--- config.mk ---
export PLATFORM = sky130hd
export DESIGN_NAME = pair_block_averager
export DESIGN_NICKNAME = d
export VERILOG_FILES = /design/src/rtl/pair_block_averager.sv
export SDC_FILE = /design/constraint.sdc
export NUM_CORES = 1
export LEC_CHECK = 0
export BUFFER_PORTS_ARGS = -buffer_cell sky130_fd_sc_hd__buf_2
export CORE_MARGIN = 3
export CORE_UTILIZATION = 46
export CTS_CLUSTER_SIZE = 16
export DETAILED_ROUTE_END_ITERATION = 7
export PLACE_DENSITY = 0.75
export SYNTH_ARGS = -nofsm -noshare
export SYNTH_HDL_FRONTEND = slang
export SYNTH_SLANG_ARGS = --single-unit
--- constraint.sdc ---
create_clock -name clk -period 3 [get_ports clk]
set_input_delay 0.15 -clock clk [delete_from_list [all_inputs] [get_ports clk]]
set_output_delay 0.15 -clock clk [all_outputs]
set_load 0.005 [all_outputs]
--- src/rtl/pair_block_averager.sv ---
// pair_block_averager: two-channel decimating block averager.
// Accumulates 2^LOG2_LEN accepted samples per channel, then emits one block
// average (floor rounding) and one block maximum per channel with a one-cycle
// out_valid pulse. Both channels share the FSM, sample counter and pulse.

// Per-channel datapath: running sum, running max and registered results.
module pair_block_averager_lane #(
    parameter int DATA_W   = 16,
    parameter int LOG2_LEN = 4
) (
    input  logic              clk,
    input  logic              reset_n,
    input  logic              clear,
    input  logic              take_first,
    input  logic              take_accum,
    input  logic              take_last,
    input  logic [DATA_W-1:0] sample,
    output logic [DATA_W-1:0] avg,
    output logic [DATA_W-1:0] max
);
    localparam int AW = DATA_W + LOG2_LEN;

    logic [AW-1:0]     acc_q, acc_d;
    logic [DATA_W-1:0] run_max_q, run_max_d;
    logic [DATA_W-1:0] avg_q, avg_d;
    logic [DATA_W-1:0] max_q, max_d;
    logic [AW-1:0]     sample_ext;
    logic [AW-1:0]     sum;
    logic [DATA_W-1:0] new_max;

    assign sample_ext = {{LOG2_LEN{sample[DATA_W-1]}}, sample};
    assign sum        = acc_q + sample_ext;
    assign new_max    = ($signed(sample) > $signed(run_max_q)) ? sample : run_max_q;

    // Next-state for accumulator, running max and held results.
    always_comb begin
        acc_d     = acc_q;
        run_max_d = run_max_q;
        avg_d     = avg_q;
        max_d     = max_q;
        if (clear) begin
            acc_d     = '0;
            run_max_d = '0;
        end else if (take_first) begin
            acc_d     = sample_ext;
            run_max_d = sample;
        end else if (take_last) begin
            // Upper DATA_W bits of the sum are the arithmetic shift by
            // LOG2_LEN, i.e. the floor average truncated to DATA_W.
            avg_d     = sum[AW-1:LOG2_LEN];
            max_d     = new_max;
            acc_d     = '0;
            run_max_d = '0;
        end else if (take_accum) begin
            acc_d     = sum;
            run_max_d = new_max;
        end
    end

    // Lane state registers.
    always_ff @(posedge clk or negedge reset_n) begin
        if (!reset_n) begin
            acc_q     <= '0;
            run_max_q <= '0;
            avg_q     <= '0;
            max_q     <= '0;
        end else begin
            acc_q     <= acc_d;
            run_max_q <= run_max_d;
            avg_q     <= avg_d;
            max_q     <= max_d;
        end
    end

    assign avg = avg_q;
    assign max = max_q;
endmodule

module pair_block_averager #(
    parameter int DATA_W   = 16,
    parameter int LOG2_LEN = 4
) (
    input  logic              clk,
    input  logic              reset_n,
    input  logic              clear,
    input  logic              in_valid,
    input  logic [DATA_W-1:0] in_q_0,
    input  logic [DATA_W-1:0] in_q_1,
    output logic              out_valid,
    output logic [DATA_W-1:0] avg_0,
    output logic [DATA_W-1:0] avg_1,
    output logic [DATA_W-1:0] max_0,
    output logic [DATA_W-1:0] max_1,
    output logic [15:0]       block_count
);
    localparam int NUM_LANES = 2;

    typedef enum logic {FIRST = 1'b0, ACCUM = 1'b1} state_e;

    state_e              state_q, state_d;
    logic [LOG2_LEN-1:0] cnt_q, cnt_d;
    logic                out_valid_q, out_valid_d;
    logic [15:0]         block_count_q, block_count_d;

    logic accept, take_first, take_accum, take_last;

    // Clear wins over any sample, including the one that would end a block.
    assign accept     = in_valid && !clear;
    assign take_first = accept && (state_q == FIRST);
    assign take_last  = accept && (state_q == ACCUM) && (cnt_q == '1);
    assign take_accum = accept && (state_q == ACCUM) && (cnt_q != '1);

    // Shared control: FSM, sample counter, pulse and block counter.
    always_comb begin
        state_d       = state_q;
        cnt_d         = cnt_q;
        out_valid_d   = 1'b0;
        block_count_d = block_count_q;
        if (clear) begin
            state_d = FIRST;
            cnt_d   = '0;
        end else if (take_first) begin
            state_d = ACCUM;
            cnt_d   = LOG2_LEN'(1);
        end else if (take_last) begin
            state_d       = FIRST;
            cnt_d         = '0;
            out_valid_d   = 1'b1;
            block_count_d = block_count_q + 16'd1;
        end else if (take_accum) begin
            cnt_d = cnt_q + LOG2_LEN'(1);
        end
    end

    // Control registers.
    always_ff @(posedge clk or negedge reset_n) begin
        if (!reset_n) begin
            state_q       <= FIRST;
            cnt_q         <= '0;
            out_valid_q   <= 1'b0;
            block_count_q <= '0;
        end else begin
            state_q       <= state_d;
            cnt_q         <= cnt_d;
            out_valid_q   <= out_valid_d;
            block_count_q <= block_count_d;
        end
    end

    logic [NUM_LANES-1:0][DATA_W-1:0] lane_in, lane_avg, lane_max;

    assign lane_in = {in_q_1, in_q_0};

    for (genvar g = 0; g < NUM_LANES; g++) begin : g_lane
        pair_block_averager_lane #(
            .DATA_W   (DATA_W),
            .LOG2_LEN (LOG2_LEN)
        ) u_lane (
            .clk        (clk),
            .reset_n    (reset_n),
            .clear      (clear),
            .take_first (take_first),
            .take_accum (take_accum),
            .take_last  (take_last),
            .sample     (lane_in[g]),
            .avg        (lane_avg[g]),
            .max        (lane_max[g])
        );
    end

    assign out_valid   = out_valid_q;
    assign avg_0       = lane_avg[0];
    assign avg_1       = lane_avg[1];
    assign max_0       = lane_max[0];
    assign max_1       = lane_max[1];
    assign block_count = block_count_q;
endmodule

# Yosys cells after proc, flatten, opt, wreduce, memory -nomap -nowiden
# Index checks and enable logic that the tools add are counted.
# totals
in_bits,36
out_inout_bits,81
wordCells,60
regBits,158
# op_classes
n_lt_le_gt_ge,2
eq_ne,2
mux,28
reduce_logical,9
bitwise_logic,3
add_sub_neg,4
# ops
operator,count
16-bit two-way mux,10
20-bit two-way mux,8
20-bit adder,2
16-bit > comparator,2
"16-bit by 1-bit adder with 16-bit output, second input constant",1
4-bit two-way mux,4
1-bit two-way mux,6
1-bit logical AND,5
"4-bit by 1-bit adder with 4-bit output, second input constant",1
"4-bit equality test, second input constant",1
"4-bit != test, second input constant",1
4-bit nonzero test,1
1-bit inverter,3
3-bit AND reduction,1
3-bit nonzero test,1
1-bit logical NOT,1

# Depth between registers and ports, before layout
# depth
ltp_word,8
depth_mapped,12
depth_no_buf,11

# Hierarchy
# Synthesis repeated with hierarchy kept, for this count alone.
# unflattened
hier_cells,1058
area_unflattened_um2,9810.7
# modules_own_cells
module,seq_area_each_um2,area_per_inst_um2,cells_each,instances
pair_block_averager_lane at g_lane[0].u_lane,1701.6,4575.6,517,1
pair_block_averager_lane at g_lane[1].u_lane,1701.6,4201.5,450,1
pair_block_averager,550.5,1033.5,91,1

# Least setup slack after synthesis
# Ideal clock, no wire load.
# synth_timing
path_type,register -> register
from,reg g_lane[0].u_lane.acc_q[0]
to,reg g_lane[0].u_lane.acc_q[18]
setup_time_ns,0.122
period_less_slack_ns,2.351
arrival_ns,2.230
path_buffers,0
path_slack_ns,0.649
required_time_ns,2.878
path_stages_with_launch,12
path_cell_list,dfrtp_1 -> ha_1 -> inv_1 -> fa_1 -> nor2b_1 -> o21ai_1 -> a21oi_1 -> o211ai_1 -> a211oi_1 -> o31a_1 -> mux2i_1 -> nand2_1
# synth_between
elab_chain_cells,5
# synth_rtl
item,line,text
from (decl),23,"logic [AW-1:0] acc_q, acc_d;"
from (signal assigned),63,acc_q <= '0;
from (signal assigned),68,acc_q <= acc_d;
20-bit adder,32,assign sum = acc_q + sample_ext;
20-bit two-way mux,54,end else if (take_accum) begin
20-bit two-way mux,47,end else if (take_last) begin
20-bit two-way mux,44,end else if (take_first) begin
20-bit two-way mux,41,if (clear) begin
# Every way passes these cells. The select of a mux whose other input is x is not followed.
# A chain may end at the register's enable or synchronous reset.

# Final worst setup path
# Ends and elaborated chain as after synthesis.

==> PnR_summary.wiki <==
{| class="wikitable"
! Metric !! Value
|-
| Outcome || completed
|-
| Number of input and output port buffers inserted || 116
|-
| Ys Warns || 0
|-
| H-tree levels || 4
|-
| Number of standard cells after synthesis || 1010
|-
| Total die area || 0.0226 mm²
|-
| Boundary pin count || 117
|-
| Static Leak || 5.56 nW
|-
| Total number of vias || 8049
|-
| Setup slack of the critical path after layout || 0.285 ns
|-
| Number of inserted diodes || 0
|-
| Worst Clk Skew || 0.0110 ns
|-
| Antenna Nets Post-Route || 0
|-
| Number of pins with negative max-slew slack in the final report || 0
|-
| Class of the most critical hold timing path || input port to register
|-
| Post-DR wirelength/cell || 17.2 µm
|-
| Critical path class || register to register
|-
| Largest voltage drop on the vdd net || 0.445 mV
|-
| Area share of the leading cell type in the synthesized netlist || 41.3%
|-
| Mean area per synthesized cell || 9.47 µm²
|-
| Detail Placement HPWL || 17000 µm
|-
| Floorplan die height || 150 µm
|-
| Clock tree from TritonCTS || built
|-
| Floorplan Core Area || 0.0204 mm²
|-
| First-iteration detailed-routing DRC count || 627
|-
| Setup violations, final || 0
|-
| Number of distinct standard cells referenced by the synthesized netlist || 81
|-
| Most instantiated flip-flop cell in the synthesis netlist || sky130_fd_sc_hd__dfrtp_1
|-
| Chip Width || 150 µm
|-
| Placement-stage worst setup slack || 0.228 ns
|-
| Area of the mapped netlist || 0.00957 mm²
|-
| Final clock period utilization by the worst path || 90.5%
|-
| Clock latency reported for the late side of the worst-skew pair || 0.44 ns
|-
| Post-synth top area cell || sky130_fd_sc_hd__dfrtp_1
|-
| Clock period minus final worst setup slack || 2.71 ns
|-
| Fraction of layout cells with a size suffix above 1 || 17.6%
|-
| Buffer levels on the longest clock path || 2
|-
| Nets || 1232
|-
| Async S/R FF share, synth || 100%
|-
| Required time of the worst setup path || 3.32 ns
|-
| Clock sink total || 158
|-
| Flip-flop and latch count after synthesis || 158
|-
| Count of buffers added by post-CTS timing repair for setup || 0
|-
| Overall Power || 5.90 mW
|-
| Share of synthesized area occupied by flip-flops and latches || 41.3%
|-
| Total number of placement rows || 52
|-
| Maximum capacitance violations || 0
|-
| Vias in the first global route || 7829
|-
| GRT Total Usage || 21.9%
|-
| Remaining global-route overflow || 0
|-
| Routed vias/inst || 5.73
|-
| Initial antenna violation count || 0
|-
| Power per unit of standard cell area || 533 mW/mm²
|-
| Max Fanout on Critical Path || 4
|-
| Remaining DRCs || 0
|-
| Global placer's final weighted congestion || 0.898
|-
| Biggest area contributors in the synthesized netlist || sky130_fd_sc_hd__dfrtp_1 (41%), sky130_fd_sc_hd__ha_1 (9.4%), sky130_fd_sc_hd__o21ai_0 (4.4%)
|-
| Final total negative setup slack || 0 ns
|-
| Wire length of the first global-routing pass || 39800 µm
|-
| Layout Area Growth over Synthesis || 15.6%
|-
| Amount of wire on met3 after detailed routing || 1300 µm
|-
| CP startpoint kind || register
|-
| Final routed wirelength across all metal layers || 24100 µm
|-
| Critical path data arrival time || 3.03 ns
|-
| Rel. slew slack || 38.7%
|-
| Worst Tran Pin Value || 0.910 ns
|-
| Routed length on met2 || 11200 µm
|-
| Maximum number of pins on one net before global-route repair || 126
|-
| Highest routing layer actually used || met4
|-
| CTS Buf Count || 17
|-
| Post-Syn Nets || 1120
|-
| Register clock-pin slew on the reported worst setup and hold paths || 0.07 ns
|-
| Count of flip-flops with a built-in enable after synthesis || 0
|-
| Met1 routed wirelength after detailed routing || 11100 µm
|-
| Root buf cell || sky130_fd_sc_hd__clkbuf_16
|-
| Endpoint type of the worst setup path || register
|-
| Router iterations before antenna repair || 5
|-
| Maximum clock frequency || 368 MHz
|-
| Starting density of the core || 47.0%
|-
| Final-report hold violation count || 0
|-
| Layout fillers || 1834
|-
| RSZ-0062 raised after global routing || no
|}
path summary, 6_finish.rpt:
path / cells after the start / start / endpoint / slack [ns]
setup / recovery: 11 / g_lane[0].u_lane.acc_q[0] / g_lane[0].u_lane.acc_q[18] / 0.29
hold / removal: 2 / in_q_1[0] / g_lane[1].u_lane.run_max_q[0] / 0.02
setup reg to reg: 11 / g_lane[0].u_lane.acc_q[0] / g_lane[0].u_lane.acc_q[18] / 0.29
hold reg to reg: 2 / g_lane[0].u_lane.max[7] / g_lane[0].u_lane.max[7] / 0.47
max in group asynchronous: 3 / reset_n / g_lane[1].u_lane.run_max_q[12] / 1.95
min in group asynchronous: 2 / reset_n / g_lane[0].u_lane.max[12] / 0.32
flip-flops by register name (all words and copies together) (netlist names):
name                     flops
g_lane.u_lane.acc_q         40
g_lane.u_lane.avg           32
g_lane.u_lane.max           32
g_lane.u_lane.run_max_q     32
block_count                 16
cnt_q                        4
out_valid                    1
state_q                      1
through the flow:
step / std cells / hold WS [ns] / instance area (µm²) / util (%)
final: 1404 / 0.0152 / 11100 / 54.3
after global routing: 1404 / 0.00680 / 11100 / 54.3
after CTS: 1404 / 0.000493 / 11100 / 54.3
after detailed placement: 1372 / 0.258 / 10500 / 51.4
after global placement: 1372 / 0.252 / 10500 / 51.4
after floorplan: 1010 / -0.146 / 9570 / -
cell type report:
| type | instances | area (µm²) | area share, % |
|---|---|---|---|
| flip-flops and latches | 158 | 3950 | 35.7 |
| multi-input cells | 748 | 5180 | 46.8 |
| well taps | 270 | 338 | 3.05 |
| clock buffers | 22 | 474 | 4.29 |
| inverters | 61 | 230 | 2.08 |
| repair buffers | 136 | 777 | 7.02 |
| clock inverters | 9 | 108 | 0.973 |
report_power, final:
part           leakage (nW)  switching, mW  internal (mW)
registers              2.15         0.0869           2.25
logic                  3.13          0.827          0.563
clock network         0.283          0.891           1.29
layout by cell type, fill, tap and decap left out, types with 7 or more instances in the layout:
| master | n |
|---|---|
| sky130_fd_sc_hd__nand2_1 | 104 |
| sky130_fd_sc_hd__mux2i_1 | 36 |
| sky130_fd_sc_hd__nand2b_1 | 9 |
| sky130_fd_sc_hd__a211oi_1 | 13 |
| sky130_fd_sc_hd__dfrtp_1 | 158 |
| sky130_fd_sc_hd__nand3_1 | 25 |
| sky130_fd_sc_hd__a21oi_1 | 59 |
| sky130_fd_sc_hd__ha_1 | 72 |
| sky130_fd_sc_hd__xnor2_1 | 24 |
| sky130_fd_sc_hd__o21ai_1 | 15 |
| sky130_fd_sc_hd__nor2b_1 | 7 |
| sky130_fd_sc_hd__o31ai_1 | 7 |
| sky130_fd_sc_hd__a21o_1 | 26 |
| sky130_fd_sc_hd__inv_1 | 58 |
| sky130_fd_sc_hd__o21ai_0 | 84 |
| sky130_fd_sc_hd__o21a_1 | 11 |
| sky130_fd_sc_hd__buf_4 | 16 |
| sky130_fd_sc_hd__nor2_1 | 55 |
| sky130_fd_sc_hd__clkbuf_16 | 17 |
| sky130_fd_sc_hd__buf_2 | 115 |
| sky130_fd_sc_hd__nand4_1 | 8 |
| sky130_fd_sc_hd__o22ai_1 | 7 |
| sky130_fd_sc_hd__and3_1 | 10 |
| sky130_fd_sc_hd__nor3_1 | 18 |
| sky130_fd_sc_hd__xor2_1 | 18 |
| sky130_fd_sc_hd__a22o_1 | 29 |
| sky130_fd_sc_hd__a22oi_1 | 14 |
critical path, cell delays in order, from the launching register on:
cell and delay [ns]:
sky130_fd_sc_hd__dfrtp_1 0.36, sky130_fd_sc_hd__ha_1 0.20, sky130_fd_sc_hd__inv_1 0.08, sky130_fd_sc_hd__fa_1 0.40, sky130_fd_sc_hd__nor2b_1 0.18, sky130_fd_sc_hd__o21ai_1 0.12
sky130_fd_sc_hd__a21oi_1 0.26, sky130_fd_sc_hd__o211ai_1 0.17, sky130_fd_sc_hd__a211oi_2 0.30, sky130_fd_sc_hd__o31a_1 0.25, sky130_fd_sc_hd__mux2i_1 0.21, sky130_fd_sc_hd__nand2_1 0.06
logic make-up (layout without fill, tap and decap cells):
| family | after synthesis | in the layout | synth area share (%) |
|---|---|---|---|
| compound gates | 323 | 323 | 22.5 |
| simple gates | 270 | 270 | 13.6 |
| flops | 158 | 158 | 41.3 |
| buf+inv | 104 | 228 | 4.76 |
| fa+ha+maj | 74 | 74 | 9.84 |
| xor+xnor | 42 | 42 | 3.85 |
| mux | 39 | 39 | 4.12 |
synthesized netlist by cell type, types with 5 or more instances:
library cell / number
sky130_fd_sc_hd__a211oi_1: 14
sky130_fd_sc_hd__a21o_1: 26
sky130_fd_sc_hd__a21oi_1: 59
sky130_fd_sc_hd__a22o_1: 29
sky130_fd_sc_hd__a22oi_1: 14
sky130_fd_sc_hd__and3_1: 10
sky130_fd_sc_hd__buf_2: 5
sky130_fd_sc_hd__clkbuf_1: 29
sky130_fd_sc_hd__dfrtp_1: 158
sky130_fd_sc_hd__ha_1: 72
sky130_fd_sc_hd__inv_1: 58
sky130_fd_sc_hd__mux2i_1: 36
sky130_fd_sc_hd__nand2_1: 104
sky130_fd_sc_hd__nand2b_1: 9
sky130_fd_sc_hd__nand3_1: 25
sky130_fd_sc_hd__nand4_1: 8
sky130_fd_sc_hd__nor2_1: 56
sky130_fd_sc_hd__nor2b_1: 7
sky130_fd_sc_hd__nor3_1: 18
sky130_fd_sc_hd__o21a_1: 11
sky130_fd_sc_hd__o21ai_0: 84
sky130_fd_sc_hd__o21ai_1: 15
sky130_fd_sc_hd__o21bai_1: 6
sky130_fd_sc_hd__o22ai_1: 8
sky130_fd_sc_hd__o31ai_1: 7
sky130_fd_sc_hd__xnor2_1: 24
sky130_fd_sc_hd__xor2_1: 18
routing by layer:
layer | global-route usage, % | vias up
met5 | 0 | -
met4 | 6.68 | 0
met3 | 4.00 | 35
met2 | 34.7 | 220
met1 | 30.6 | 3910
li1 | - | 3884
repair_timing:
item | CTS | global route
hold buffers | 1 | 0
gates resized for setup | 0 | 2
endpoints found under the setup margin | 0 | 11
hold endpoints to repair | 78 | 0
Note: power is estimated with default switching activity, not from simulation.
